<file path="src/rtl/parking_gate_controller.sv">
// Free-space counter and entry-barrier sequencer for a single-lane car park.
// One car is handled at a time. The barrier closes when the car has passed or when the wait times out.
//
// state   | meaning
// IDLE    | barrier closed, waiting for entry_grant
// OPEN    | barrier open, waiting for car_passed or timeout
// CLOSING | barrier closed for one guaranteed cycle before next entry
module parking_gate_controller #(
  parameter logic [7:0] CAPACITY_MAX = 8'd200,
  parameter int         GATE_TIMEOUT = 16,
  parameter int         TMR_W        = 5
) (
  input  logic       clk,
  input  logic       nrst,
  input  logic       entry_grant,
  input  logic       car_passed,
  input  logic       exit_req,
  output logic [7:0] parking_capacity,
  output logic       gate_open,
  output logic       busy,
  output logic       full,
  output logic       timeout_err,
  output logic       exit_err
);

  typedef enum logic [1:0] {
    IDLE    = 2'd0,
    OPEN    = 2'd1,
    CLOSING = 2'd2
  } state_t;

  localparam logic [TMR_W-1:0] TMR_LAST = TMR_W'(GATE_TIMEOUT - 1);

  state_t             state_q, state_d;
  logic [TMR_W-1:0]   timer_q, timer_d;
  logic [7:0]         cap_q, cap_d;
  logic               gate_q, gate_d;
  logic               tout_q, tout_d;
  logic               exerr_q, exerr_d;
  logic               dec, inc;

  always_ff @(posedge clk) begin
    if (!nrst) begin
      state_q <= IDLE;
      timer_q <= '0;
      cap_q   <= CAPACITY_MAX;
      gate_q  <= 1'b0;
      tout_q  <= 1'b0;
      exerr_q <= 1'b0;
    end else begin
      state_q <= state_d;
      timer_q <= timer_d;
      cap_q   <= cap_d;
      gate_q  <= gate_d;
      tout_q  <= tout_d;
      exerr_q <= exerr_d;
    end
  end

  always_comb begin
    state_d = state_q;
    timer_d = timer_q;
    dec     = 1'b0;
    tout_d  = 1'b0;
    case (state_q)
      IDLE: begin
        if (entry_grant) begin
          state_d = OPEN;
          timer_d = '0;
        end
      end
      OPEN: begin
        timer_d = timer_q + 1'b1;
        // A pass on the final timeout cycle still counts as a pass.
        if (car_passed) begin
          state_d = CLOSING;
          dec     = 1'b1;
        end else if (timer_q == TMR_LAST) begin
          state_d = CLOSING;
          tout_d  = 1'b1;
        end
      end
      CLOSING: state_d = IDLE;
      default: state_d = IDLE;
    endcase
  end

  always_comb begin
    inc     = exit_req && (cap_q < CAPACITY_MAX);
    exerr_d = exit_req && (cap_q == CAPACITY_MAX);
    gate_d  = (state_d == OPEN);
    cap_d   = cap_q;
    if (dec && !inc) begin
      cap_d = (cap_q == 8'd0) ? 8'd0 : cap_q - 8'd1;
    end else if (inc && !dec) begin
      cap_d = cap_q + 8'd1;
    end
  end

  assign parking_capacity = cap_q;
  assign gate_open        = gate_q;
  assign busy             = (state_q != IDLE);
  assign full             = (cap_q == 8'd0);
  assign timeout_err      = tout_q;
  assign exit_err         = exerr_q;

endmodule

</file>
<file path="config.mk">
export PLATFORM = sky130hd
export DESIGN_NAME = parking_gate_controller
export DESIGN_NICKNAME = d
export VERILOG_FILES = /design/src/rtl/parking_gate_controller.sv
export SDC_FILE = /design/constraint.sdc
export NUM_CORES = 1
export LEC_CHECK = 0
export BUFFER_PORTS_ARGS = -buffer_cell sky130_fd_sc_hd__buf_2
export CORE_MARGIN = 1.5
export CORE_UTILIZATION = 56
export CTS_BUF_LIST = sky130_fd_sc_hd__clkbuf_8
export CTS_CLUSTER_DIAMETER = 50
export DETAILED_ROUTE_END_ITERATION = 8
export PLACE_DENSITY = 0.87
export SETUP_SLACK_MARGIN = 0.1
export SYNTH_ARGS = -nofsm -noshare
export SYNTH_HDL_FRONTEND = slang
export SYNTH_SLANG_ARGS = --single-unit
export TNS_END_PERCENT = 50
</file>
<file path="constraint.sdc">
create_clock -name clk -period 5.3 [get_ports clk]
set_input_delay 0.265 -clock clk [delete_from_list [all_inputs] [get_ports clk]]
set_output_delay 0.265 -clock clk [all_outputs]
set_load 0.02 [all_outputs]
</file>
==> results of run 1 <==
-- cells by family (layout without fill, tap and decap cells) --
kind of cell    after synthesis  count (layout)  share of synthesized area [%]
compound gates               30              30                           19.6
buf+inv                      14              27                           6.64
flops                        18              18                           31.9
fa+ha+maj                     6               6                           6.64
mux                           6               6                           5.43
simple gates                 62              62                           29.8
-- cell usage in the layout, fill, tap and decap left out, types with 6 or more instances in the layout --
| master | netlist | layout |
|---|---|---|
| dfxtp_1 | 18 | 18 |
| buf_2 | 3 | 17 |
| nand2_1 | 13 | 13 |
| nor2_1 | 12 | 12 |
| nor2b_1 | 7 | 7 |
| o21ai_0 | 7 | 7 |
| nand3_1 | 7 | 7 |
| inv_1 | 6 | 6 |
| nor3_1 | 6 | 6 |
| ha_1 | 6 | 6 |
-- layer usage --
layer / share of wire, % / routed length (µm) / GRT usage [%] / up-vias
met3: 6.2 / 149 / 3.77 / 9
met2: 46 / 1110 / 37.3 / 46
met5: 0 / 0 / 0 / -
met1: 45 / 1070 / 28.7 / 465
li1: - / - / - / 515
met4: 2.8 / 67 / 10.8 / 0
-- sequential cells by signal, indices dropped and copies added (netlist names) --
signal and flops:
gate_open 1, exit_err 1, parking_capacity 8, timer_q 5, timeout_err 1, state_q 2
-- worst reg2reg max path, delay by kind of cell (launching register included) --
family | cells | cell delay (ns)
AOI/OAI and AO/OA | 3 | 0.87
DFF | 1 | 0.47
adders and majority gates | 1 | 0.35
and+or+nand+nor | 3 | 0.63
-- how the worst max path moves through the flow --
| stage | from | end | depth (start not counted) |
|---|---|---|---|
| 2_1_floorplan | parking_capacity[3] | parking_capacity[7] | 9 |
| 4_1_cts | parking_capacity[3] | parking_capacity[7] | 7 |
| 5_1_grt | parking_capacity[3] | parking_capacity[7] | 7 |
| 6_report | parking_capacity[3] | parking_capacity[7] | 7 |
| 3_3_place_gp | parking_capacity[3] | parking_capacity[7] | 7 |
| 3_5_place_dp | parking_capacity[3] | parking_capacity[7] | 7 |
-- metrics by stage --
step | area [µm²] | instances | utilization (%)
after global placement | 1200 | 172 | 62.2
after global routing | 1250 | 176 | 65.1
after CTS | 1250 | 176 | 65.1
after floorplan | 1130 | 136 | -
final | 1250 | 176 | 65.1
after detailed placement | 1200 | 172 | 62.2
-- power by group through the flow --
stage	registers (µW)	logic, µW	clock network [µW]
floorplan	151	32.3	0
global placement	149	43.6	0
detailed placement	150	44.6	0
CTS	147	45.1	115
global route	148	50.5	120
finish	147	45.5	113
-- layout make-up --
type                            count  area [µm²]
Clock buffer                        4        55.1
Timing Repair Buffer               17        85.1
Tap cell                           27        33.8
Sequential cell                    18         360
Fill cell                         174         671
Multi-Input combinational cell    104         694
Inverter                            6        22.5
==> metrics.md, run 1 <==
| Metric | Value |
|---|---|
| Final setup fails | `0` |
| CTS tree | `done` |
| Hold slack | `roughly 0.19 ns` |
| Final period util | `44.8%` |
| HP Class | `in -> reg` |
| Vias in the first global route | `about 840` |
| VDD IR max | `0.190 mV` |
| Port Buffer Count | `17` |
| GRT Util Overall | `a little under a quarter` |
| Crit path arrival time | `2.58 ns` |
| CP cell instances | `o311ai_0, nand2_1, ha_1, or3_1, o311ai_1, o32ai_1, nand2_1` |
| Nets | `161` |
| Clk root buf | `clkbuf_8` |
| Worst-path maximum fanout | `12` |
| RSZ-0062 raised after global routing | `false` |
| Synthesized flop and latch total | `18` |
| Count leader, synth | `dfxtp_1` |
| Crit Path Category | `reg -> reg` |
| Critical Path Most Common Cell | `nand2_1` |
| Post-Syn Area | `between 1000 and 1500 µm²` |
| Grt total ovfl | `0` |
| Syn_area_per_cell | `8.31 µm²` |
| Most frequent cells after synthesis | `dfxtp_1, nand2_1, nor2_1` |
| Post-synth EDFFs | `0` |
| CP max stage cell | `dfxtp_1` |
| Yosys warns | `0` |
| Syn-to-layout area delta | `10.7%` |
| Critical path required time | `around 5.5 ns` |
| Vias/cell | `between 5 and 6` |
| HPWL after detailed placement | `approximately 1.6 mm` |
| Antenna violations before repair | `0` |
| Net Switching | `between 80 and 90 µW` |
| FF-to-FF Start | `parking_capacity[3]` |
| Post-synth cell types | `40` |
| Hold EP | `timeout_err` |
| Max stage delay on crit path | `0.47 ns` |
| Hold Path Depth | `2` |
| Ant. Diodes | `0` |
| Switching Share | `26.5%` |
| Top delay family on crit path | `compound AO/OA/AOI/OAI gates` |
| PwrDens | `approximately 240 nW/µm²` |
| CTS Hold Buffers Added | `0` |
| Crit path buf inv count | `0` |
| Die Width | `around 48 µm` |
| Max Buffers Root-to-Sink | `2` |
| Wire per inst | `13.6 µm` |
| CTS buffer count | `3` |
| Largest net degree at the start of global routing | `20` |
| Setup TNS | `0 ns` |
| Async SR Flop Fraction | `0%` |
| Final Hold Fails | `0` |
| Sequential share of power | `between 40% and 50%` |
| Total I/O pin count | `18` |
| Max-slew violations | `0` |
| CP Launch Type | `flip-flop` |
| Ranking of synthesized cells by area | `dfxtp_1, ha_1, mux2i_1` |
| Clk pin slew, worst setup/hold paths | `roughly 0.070 ns` |
| Die Area | `2300 µm²` |
| Synthesized Nets | `approximately 150` |
| R2R cell count | `7` |
| Clock power frac | `37.1%` |
| Hold Path Origin | `car_passed` |
| Worst setup EP type | `flip-flop` |
| DR iter-0 viols | `25` |
| Vias | `between 1,000 and 1,500` |
| Total power draw | `305 µW` |
| R2r setup slk | `about 2.9 ns` |
| Worst r2r dst | `parking_capacity[7]` |
| Clk_lat worst skew | `approximately 0.26 ns` |
| Post CTS Setup Buffer Count | `0` |
| FP Rows | `16` |
| Worst slew margin | `between 60% and 70%` |
| Final setup margin | `~2.9 ns` |
| Status | `completed` |
| Seq/Total Area, Yosys | `roughly a third` |
| Leak Pwr | `0.000522 µW` |
| DRC Markers | `0` |
| CTS resizes | `0` |
| Top FF cell, synth | `dfxtp_1` |
| Post-layout minimum cycle time | `about 2.4 ns` |
| Synth area leader | `dfxtp_1` |
| Routability Congestion | `around 0.9` |
| Layout cells sized above 1 | `17.4%` |
| Skew final | `between 0.009 and 0.01 ns` |
| Height of the die | `between 40 and 50 µm` |
| Comb power frac | `14.9%` |
| FMAX | `approximately 420 MHz` |
| 1st-pass router iterations | `4` |
| # H-tree levels | `1` |
| Post-synthesis instance total | `approximately 140` |
| Pre-CTS setup slack | `between 2 and 3 ns` |
| Core Region | `approximately 1900 µm²` |
| Worst Tran Pin Value | `0.507 ns` |
| Post-route ant nets | `0` |
| P_int | `about 220 µW` |
| Max-Cap Viols | `0` |
| Clock sink total | `18` |
| First-pass GRT wire length | `between 3 and 4 mm` |
| Share of the synthesized area in the top cell type | `between 30% and 40%` |
| Routed WL | `roughly 2.4 mm` |
| Initial Util | `about 60%` |
(Power assumes the default switching activity.)
==> inputs of run 2 (changes only) <==
Clock period 5.3 ns to 2.34 ns, I/O delays scaled along.
==> run 2 against run 1 <==
Effect of this change:
- sequential cell count did not move
- global-route usage is 0.85 points lower
- combinational power rose by 130%
- via count is 0.39% higher
- fmax is 12% higher
- largest cell class unchanged
- critical path depth unchanged
- largest power group unchanged
- sequential power up 130%
- die area unchanged
==> metrics.md, run 2 (synthesis gave the netlist of run 1 again) <==
| Metric | Value |
|---|---|
| Status | `completed` |
| Final period util | `90.7% (+46 points)` |
| Ant. Diodes | `0 (unchanged)` |
| Sequential share of power | `47.8% (-0.2 points)` |
| Syn-to-layout area delta | `13.7%` |
| RSZ-0062 raised after global routing | `false` |
| Most crowded layer after global routing | `met2` |
| # H-tree levels | `1 (unchanged)` |
| Worst slew margin | `66.1% (about the same)` |
| DR iter-0 viols | `28 (+12%)` |
| Grt total ovfl | `0 (unchanged)` |
| Total power draw | `694 µW (+130%)` |
| Dpl cells | `175 (+1.7%)` |
| Vias in the first global route | `837 (+0.24%)` |
| GR met2 Demand/Resource | `32.3% (-5.1 points)` |
| Total I/O pin count | `18 (unchanged)` |
| PwrDens | `540 nW/µm² (+120%)` |
| Max-Cap Viols | `0 (unchanged)` |
| Port Buffer Count | `17 (unchanged)` |
| Clk pin slew, worst setup/hold paths | `0.08 ns (about the same)` |
| DRC Markers | `0 (unchanged)` |
| Critical path required time | `2.47 ns (-3.04 ns)` |
| Initial Util | `58.8% (unchanged)` |
| CP Launch Type | `flip-flop` |
| Die Width | `47.9 µm (unchanged)` |
| Height of the die | `47.9 µm (unchanged)` |
| Max Buffers Root-to-Sink | `2 (unchanged)` |
| Worst-path maximum fanout | `9 (-3)` |
| CTS Hold Buffers Added | `0 (unchanged)` |
| Global Route met3 Usage | `2.26% (-1.5 points)` |
| Clk_lat worst skew | `0.26 ns (about the same)` |
| FMAX | `471 MHz (+12%)` |
| Largest net degree at the start of global routing | `20 (unchanged)` |
| CTS tree | `done` |
| Vias | `1,039 (+0.39%)` |
| Post-route ant nets | `0 (unchanged)` |
| HPWL after detailed placement | `1.64 mm (+3.5%)` |
| VDD IR max | `0.377 mV (+99%)` |
| R2R cell count | `7 (unchanged)` |
| CP cell instances | `inv_1, ha_1, or4b_4, o41ai_4, o21ai_0, nand2_1, o211ai_1` |
| Crit Path Category | `reg -> reg` |
| CTS buffer count | `3 (unchanged)` |
| 1st-pass router iterations | `4 (unchanged)` |
| Switching Share | `26.6% (+0.11 points)` |
| Die Area | `2300 µm² (unchanged)` |
| Clock sink total | `18 (unchanged)` |
| Critical Path Stages | `7 (unchanged)` |
| Hold Path Depth | `2 (unchanged)` |
| First-pass GRT wire length | `3.55 mm (-1.9%)` |
| Core Region | `1920 µm² (unchanged)` |
| CP max stage cell | `or4b_4` |
| GRT Util Overall | `21.9% (-0.85 points)` |
| Post-layout minimum cycle time | `2.12 ns (-0.251 ns)` |
| Worst setup EP type | `flip-flop` |
| FP Rows | `16 (unchanged)` |
| P_int | `509 µW (+130%)` |
| Vias/cell | `5.80 (-1.3%)` |
| Most frequent cells in the layout | `dfxtp_1, buf_2, nand2_1` |
| Skew final | `0.00881 ns (-0.000432 ns)` |
| Routed WL | `2.34 mm (-2.2%)` |
| Cell Count, Final, Fillers Out | `179 (+1.7%)` |
| Crit path buf inv count | `1 (+1)` |
| Leak Pwr | `0.000535 µW (+2.6%)` |
| Layout cells sized above 1 | `21.1% (+3.6 points)` |
| Comb power frac | `15.2% (+0.3 points)` |
| GR Util met1 | `31.2% (+2.5 points)` |
| Max stage delay on crit path | `0.51 ns (+0.04 ns)` |
| Clock power frac | `37.0% (about the same)` |
| Final core utilization | `66.9% (+1.8 points)` |
| Final setup fails | `0 (unchanged)` |
| Worst Tran Pin Value | `0.507 ns (-0.000168 ns)` |
| Antenna violations before repair | `0 (unchanged)` |
| Net Switching | `185 µW (+130%)` |
| Clk root buf | `clkbuf_8` |
| Wire per inst | `13.1 µm (-3.9%)` |
| Max reg flops | `8 (unchanged)` |
| Final Hold Fails | `0 (unchanged)` |
| Max-slew violations | `0 (unchanged)` |
| Crit path arrival time | `2.25 ns (-0.33 ns)` |
| Routability Congestion | `0.844 (-4.3%)` |
| Top delay family on crit path | `compound AO/OA/AOI/OAI gates` |
| HP Class | `in -> reg` |
| FILL cells | `164 (-5.7%)` |
| Setup TNS | `0 ns (unchanged)` |
| Nets | `164 (+1.9%)` |
[run 2: changes by cell type in the layout (fill, tap and decap cells not counted)]
cell	previous run	this run
ha_2	0	1
dfxtp_2	0	1
dfxtp_1	18	17
ha_1	6	5
o311ai_2	0	1
o311ai_1	1	0
buf_4	0	3
[run 2: area by class of cell]
class                   count  area, µm²  share of cell area, %
clock buffers               4       55.1                   4.28
inverters                   6       22.5                   1.75
multi-input cells         104        704                   54.8
flip-flops and latches     18        362                   28.1
well taps                  27       33.8                   2.63
repair buffers             20        108                   8.37
[run 2: through the flow]
stage / setup slack (ns) / area, µm² / hold slack, ns
after floorplan: 0.137 / 1140 / 0.194
after global placement: 0.295 / 1230 / 0.314
after detailed placement: 0.214 / 1230 / 0.317
after CTS: 0.196 / 1280 / 0.0468
after global routing: 0.112 / 1280 / 0.0558
final: 0.218 / 1280 / 0.0532
[run 2: what timing repair did]
action                                  in CTS  in global routing
endpoints found under the setup margin       0                  5
setup buffers                                0                  0
gates resized for setup                      0                  1
[run 2: power groups by stage]
| stage | clock (µW) | sequential, µW | combinational, µW |
|---|---|---|---|
| 2_1_floorplan | 0 | 343 | 73.7 |
| 3_3_place_gp | 0 | 337 | 101 |
| 3_5_place_dp | 0 | 338 | 103 |
| 4_1_cts | 262 | 331 | 104 |
| 5_1_grt | 271 | 333 | 116 |
| 6_report | 257 | 332 | 105 |
[run 2: path summary, 6_finish.rpt]
kind                                           from                   to  slack [ns]
worst min register to register  parking_capacity[3]             exit_err        0.56
worst max register to register  parking_capacity[0]  parking_capacity[3]        0.22
worst max-delay path            parking_capacity[0]  parking_capacity[3]        0.22
worst min-delay path                     car_passed          timeout_err        0.05
[run 2: metal layers]
metal,part of all wire (%),routed length [µm]
met1,48,1130
met2,45,1040
met3,6.8,159
met4,0.51,12
met5,0,0
